**config.mk**
```make
export PLATFORM = sky130hd
export DESIGN_NAME = shift_counter_gen
export DESIGN_NICKNAME = d
export VERILOG_FILES = /design/src/rtl/shift_counter_gen.sv
export SDC_FILE = /design/constraint.sdc
export NUM_CORES = 1
export LEC_CHECK = 0
export CAP_MARGIN = 20
export CORE_UTILIZATION = 38
export DETAILED_ROUTE_END_ITERATION = 6
export HOLD_SLACK_MARGIN = 0.08
export PLACE_DENSITY = 0.69
export SLEW_MARGIN = 20
export SYNTH_ARGS = -nofsm -noshare
export SYNTH_HDL_FRONTEND = slang
export SYNTH_SLANG_ARGS = --single-unit
```
**constraint.sdc**
```tcl
create_clock -name clk -period 3.8 [get_ports clk]
set_input_delay 0.76 -clock clk [delete_from_list [all_inputs] [get_ports clk]]
set_output_delay 0.76 -clock clk [all_outputs]
set_load 0.05 [all_outputs]
```
**src/rtl/shift_counter_gen.sv**
```systemverilog
// Parametrised twisted-ring / one-hot ring counter with direction, load,
// binary position decode, terminal count and illegal-state self-recovery.
module shift_counter_gen #(
    parameter int NUM_FF = 4,
    parameter int IDX_W  = $clog2(2 * NUM_FF)
) (
    input  logic              clk,
    input  logic              rst,
    input  logic              en,
    input  logic              up,
    input  logic              mode,
    input  logic              load,
    input  logic [NUM_FF-1:0] load_val,
    output logic [NUM_FF-1:0] out,
    output logic [IDX_W-1:0]  idx,
    output logic              tc,
    output logic              err
);
    localparam int unsigned N = NUM_FF;
    localparam logic [IDX_W-1:0] LAST_J = IDX_W'(2 * N - 1);
    localparam logic [IDX_W-1:0] LAST_R = IDX_W'(N - 1);

    typedef enum logic {
        JOHNSON = 1'b0,
        RING    = 1'b1
    } mode_e;

    mode_e mode_q;
    logic  legal;

    function automatic logic [NUM_FF-1:0] seed_of(input mode_e m);
        logic [NUM_FF-1:0] s;
        s = '0;
        if (m == RING) s[N-1] = 1'b1;
        return s;
    endfunction

    // Johnson-legal states are exactly those with at most one 0/1 boundary.
    function automatic logic is_legal(input logic [NUM_FF-1:0] v, input mode_e m);
        int unsigned ones;
        int unsigned edges;
        ones  = 0;
        edges = 0;
        for (int unsigned i = 0; i < N; i++) if (v[i]) ones++;
        for (int unsigned i = 1; i < N; i++) if (v[i] != v[i-1]) edges++;
        return (m == RING) ? (ones == 1) : (edges <= 1);
    endfunction

    function automatic logic [IDX_W-1:0] index_of(input logic [NUM_FF-1:0] v, input mode_e m);
        int unsigned ones;
        int unsigned pos;
        ones = 0;
        pos  = 0;
        for (int unsigned i = 0; i < N; i++) begin
            if (v[i]) begin
                ones++;
                pos = N - 1 - i;
            end
        end
        if (!is_legal(v, m)) return '0;
        if (m == RING) return IDX_W'(pos);
        if (v[N-1] || ones == 0) return IDX_W'(ones);
        return IDX_W'(2 * N - ones);
    endfunction

    function automatic logic [NUM_FF-1:0] step_of(input logic [NUM_FF-1:0] v, input mode_e m,
                                                  input logic dir);
        if (m == RING) return dir ? {v[0], v[N-1:1]} : {v[N-2:0], v[N-1]};
        return dir ? {~v[0], v[N-1:1]} : {v[N-2:0], ~v[N-1]};
    endfunction

    always_comb begin
        legal = is_legal(out, mode_q);
        idx   = index_of(out, mode_q);
        tc    = en && legal &&
                (up ? (idx == ((mode_q == RING) ? LAST_R : LAST_J)) : (idx == '0));
    end

    always_ff @(posedge clk) begin
        if (rst) begin
            mode_q <= mode_e'(mode);
            out    <= seed_of(mode_e'(mode));
            err    <= 1'b0;
        end else if (mode_e'(mode) != mode_q) begin
            mode_q <= mode_e'(mode);
            out    <= seed_of(mode_e'(mode));
            err    <= 1'b0;
        end else if (load) begin
            if (is_legal(load_val, mode_q)) begin
                out <= load_val;
                err <= 1'b0;
            end else begin
                out <= seed_of(mode_q);
                err <= 1'b1;
            end
        end else if (!legal) begin
            out <= seed_of(mode_q);
            err <= 1'b1;
        end else begin
            if (en) out <= step_of(out, mode_q, up);
            err <= 1'b0;
        end
    end
endmodule

```
# After elaboration in Yosys (flattened, before gate mapping)
# Cells that the tools add are included.
# W data, S select, Z words.
dict set report totals {
  regBits 6
  elab_cells 113
}
dict set report op_classes {
  n_addsub 11
  order_cmp 2
  n_eq_ne 12
  muxes 75
  bitwise_logic 2
  reduce_logical 7
}
# operator count
set ops {}
lappend ops {{$mux W32} 31}
lappend ops {{$add A32 B1 Y32 const B} 10}
lappend ops {{$eq A32 B1 Y1 const B} 2}
lappend ops {{$le A32 B1 Y1 const B} 2}
lappend ops {{$mux W4} 10}
lappend ops {{$logic_not A32 Y1} 1}
lappend ops {{$mux W3} 8}
lappend ops {{$mux W1} 23}
lappend ops {{$ne A1 B1 Y1} 7}
lappend ops {{$mux W2} 3}
lappend ops {{$ne A5 B4 Y1 const B} 1}
lappend ops {{$eq A3 B3 Y1} 1}
lappend ops {{$logic_not A3 Y1} 1}
lappend ops {{$ne A3 B3 Y1 const B} 1}
lappend ops {{$sub A1 B3 Y3 const A} 1}
lappend ops {{$logic_and A1 B1 Y1} 2}
lappend ops {{$not A1 Y1} 2}
lappend ops {{$reduce_bool A2 Y1} 1}
lappend ops {{$reduce_or A2 Y1} 1}
lappend ops {{$logic_or A1 B1 Y1} 1}

# Longest topological paths before layout
dict set report logic_depth {
  ltp_word 25
  ltp_mapped 14
  ltp_nobuf 14
}

# Least setup slack after synthesis
# OpenSTA, ideal clock, no wires.
dict set report synth_path {
  path_kind {register to output}
  from {reg out[1]}
  to {out tc}
  t_arrival_ns 4.029
  slack_ns -0.989
  path_stages_with_launch 13
  n_path_buf 0
  path_cell_list {dfxtp_1 -> inv_1 -> ha_1 -> xor2_1 -> ha_1 -> nand2b_1 -> o31a_1 -> inv_1 -> ha_1 -> a2111oi_4 -> a211oi_1 -> or4_1 -> a21oi_1}
}
dict set report synth_via {
  elab_chain_len 16
}
# element line_no
set synth_rtl {}
lappend synth_rtl {{start: declaration} 14} ;# output logic [NUM_FF-1:0] out,
lappend synth_rtl {{start signal: assignment} 82} ;# out <= seed_of(mode_e'(mode));
lappend synth_rtl {{start signal: assignment} 86} ;# out <= seed_of(mode_e'(mode));
lappend synth_rtl {{start signal: assignment} 90} ;# out <= load_val;
lappend synth_rtl {{parallel branches: the longest is 15 deep, another holds $add A32 B1 Y32} n/a}
lappend synth_rtl {{$logic_and A1 B1 Y1 (*)} 75} ;# tc = en && legal &&
lappend synth_rtl {{end: declaration} 16} ;# output logic tc,
# Mark *: on every way between the ends. The select of a mux whose other input is x is not followed.

# Worst setup path after layout
# Ends and elaborated chain as after synthesis.

==> flow_metrics.tcl <==
set metrics [dict create \
    status "finished, violations left" \
    violations "negative setup slack" \
    drv_slew 0 \
    grt_start_max_net_pins 17 \
    wl_mm 2.41 \
    max-slew-margin-rel_pct 59.9 \
    overflow 0 \
    placedInstanceArea_um2 1320 \
    synthTopCellsByArea "ha_1 (11%), dfxtp_1 (8.1%), edfxtp_1 (6.1%)" \
    antenna_cells 0 \
    grt_pass1_vias 932 \
    dieArea_um2 2810 \
    worstMarginPinSlew_ns 0.602 \
    antenna_left 0 \
    setup_viol 1 \
    power_density_nw_per_um2 307 \
    synth_commonest_cells "nand2_1 (12), inv_1 (11), ha_1 (9), nor2_1 (9)" \
    avgViaCountPerCell 5.55 \
    synth-seq-cells 6 \
    cts-htree-levels 1 \
    cts_hold_buf 0 \
    finalHoldViolCount 0 \
    core_region_area_um2 2450 \
    grt_pass1_wl_mm 4.07 \
    critPathArrivalTime_ns 3.11 \
    clock.fmax_ghz 0.259 \
    pin_count 19 \
    post-route-min-period_ns 3.87 \
    final_core_util_pct 58.7 \
    place_inst 168 \
    clk_pin_slew_ns 0.05 \
    synth_top_cell_by_area "ha_1" \
    dieWidth_um 53.0 \
    synthDominantCellAreaShare_pct 11.4 \
    irDropWorstVdd_mv 0.341 \
    worst-setup-path-type "flop to output pin" \
    cp_max_fo 4 \
    design_area_um2 1440 \
    numCtsBuffers 3 \
    gp_congestion 0.807 \
    syn_avg_cell_area_um2 8.03 \
    total_power_w 0.000443 \
    drt_iter0_markers 19 \
    rows 18 \
    drc 0 \
    routedWlPerCell_um 13.5 \
    worst_clock_skew_ns 0.00279 \
    tritoncts_num_sinks 6 \
    critPathRequiredTime_ns 3.04 \
    syn_area_um2 987 \
    drive_gt1_share_pct 27.5 \
    synth_edf_count 2 \
    antenna_found_initial 0 \
    die_height_um 53.0 \
    setup_ws_ns -0.0653 \
    start_util_pct 40.2 \
    startpoint_type "flop" \
    place_hpwl_mm 1.86 \
    fin_cells 179 \
    clk_path_buf_depth 2 \
    cts_tree "built" \
    leakagePower_nw 0.544 \
    async_flop_share_pct 0 \
    dr.pass1.iters 4 \
    io_buffers 18 \
    setup_tns_ns -0.0653 \
    syn-num-nets 144 \
    cts_root_buf "clkbuf_4" \
    fin_crit_sh_pct 102 \
    num-fill-cells 221 \
    synthFlopType "dfxtp_1" \
    synthDistinctLibCells 47 \
    min_path_type "flop to flop" \
    cp-end-kind "output pin" \
    syn_inst 123 \
    ys_warn_count 0 \
    num_vias 994 \
    rsz0062_at_grt "true" \
    grt.total_usage_pct 19.6 \
    syn_to_final_growth_pct 45.9 \
    ys_seq_area_share_pct 14.2 \
    clock_latency_ns 0.25 \
    yosysMostFrequentCell "nand2_1" \
    maxCapViolations 0 \
    fin_nets 171 \
]
-- where the power goes --
part / switching, W / total, W / internal (W)
registers: 0.0000120 / 0.0000845 / 0.0000724
logic: 0.000158 / 0.000294 / 0.000135
clock network: 0.0000246 / 0.0000644 / 0.0000399
total: 0.000195 / 0.000443 / 0.000248
-- worst max-delay path: stages (launching register included) --
cell	delay, ns
dfxtp_4	0.36
ha_4	0.16
nor2b_1	0.13
or2_4	0.24
ha_4	0.25
nand2b_1	0.09
o31a_1	0.17
inv_2	0.07
ha_4	0.17
a2111oi_4	0.35
a211oi_2	0.08
or4_4	0.44
a21oi_4	0.18
buf_12	0.15
-- state kept, by name, summed over array words and instances, names as in the netlist --
| name | count |
|---|---|
| err | 1 |
| mode_q | 1 |
| out | 4 |
-- logic make-up after synthesis --
kind of cell             synth area share (%)
AND/OR/NAND/NOR                          27.5
XOR/XNOR                                 9.76
buffers and inverters                    6.84
AO/OA/AOI/OAI                            26.2
flip-flops                               14.2
adder cells (fa/ha/maj)                  15.5
-- path summary, 6_finish.rpt --
kind	startpoint	end	slack (ns)	cells past startpoint
worst min register to register	out[0]	out[0]	0.69	2
worst min-delay path	out[0]	out[0]	0.69	2
worst max register to register	out[1]	out[3]	0.84	12
worst max-delay path	out[1]	tc	-0.07	13
-- routing by layer --
layer	global-route usage (%)	routed length [um]	up-vias
li1	-	-	500
met1	25.3	1150	465
met2	34.4	1160	27
met3	1.72	87	2
met4	5.26	10	0
met5	0	0	-
-- cells in the final DEF (no fill, tap or decap), types with 3 or more instances in the layout --
cell type / synthesis / final
buf_12: 0 / 4
clkdlybuf4s50_1: 0 / 14
ha_1: 9 / 4
inv_1: 11 / 8
xnor2_1: 6 / 6
a21oi_1: 4 / 3
nor2_1: 9 / 7
clkbuf_4: 0 / 3
nor2b_1: 4 / 4
nand2b_1: 6 / 6
nand2_1: 12 / 12
o21ai_0: 3 / 3
o211a_1: 3 / 3
xor2_1: 5 / 4
o311a_1: 3 / 3
ha_4: 0 / 5
buf_4: 0 / 10
-- stage by stage --
step | setup slack [ns] | hold WS [ns]
2_1_floorplan | 0.00971 | 0.669
3_3_place_gp | 0.0927 | 0.561
3_5_place_dp | 0.0319 | 0.578
4_1_cts | -0.106 | 0.680
5_1_grt | -0.175 | 0.716
6_report | -0.0653 | 0.691
-- layout make-up --
class                           instances  area (um2)  area share, %
Clock buffer                            4        26.3           1.82
Multi-Input combinational cell        100         888           61.7
Tap cell                               30        37.5           2.61
Sequential cell                         6         149           10.3
Timing Repair Buffer                   28         295           20.5
Inverter                               11        43.8           3.04
-- what timing repair did --
action	CTS	global route
pin swaps	7	5
setup buffers	6	1
resized for setup	6	3
endpoints found under the setup margin	1	3
No activity file was read; power rests on OpenSTA's default activity.
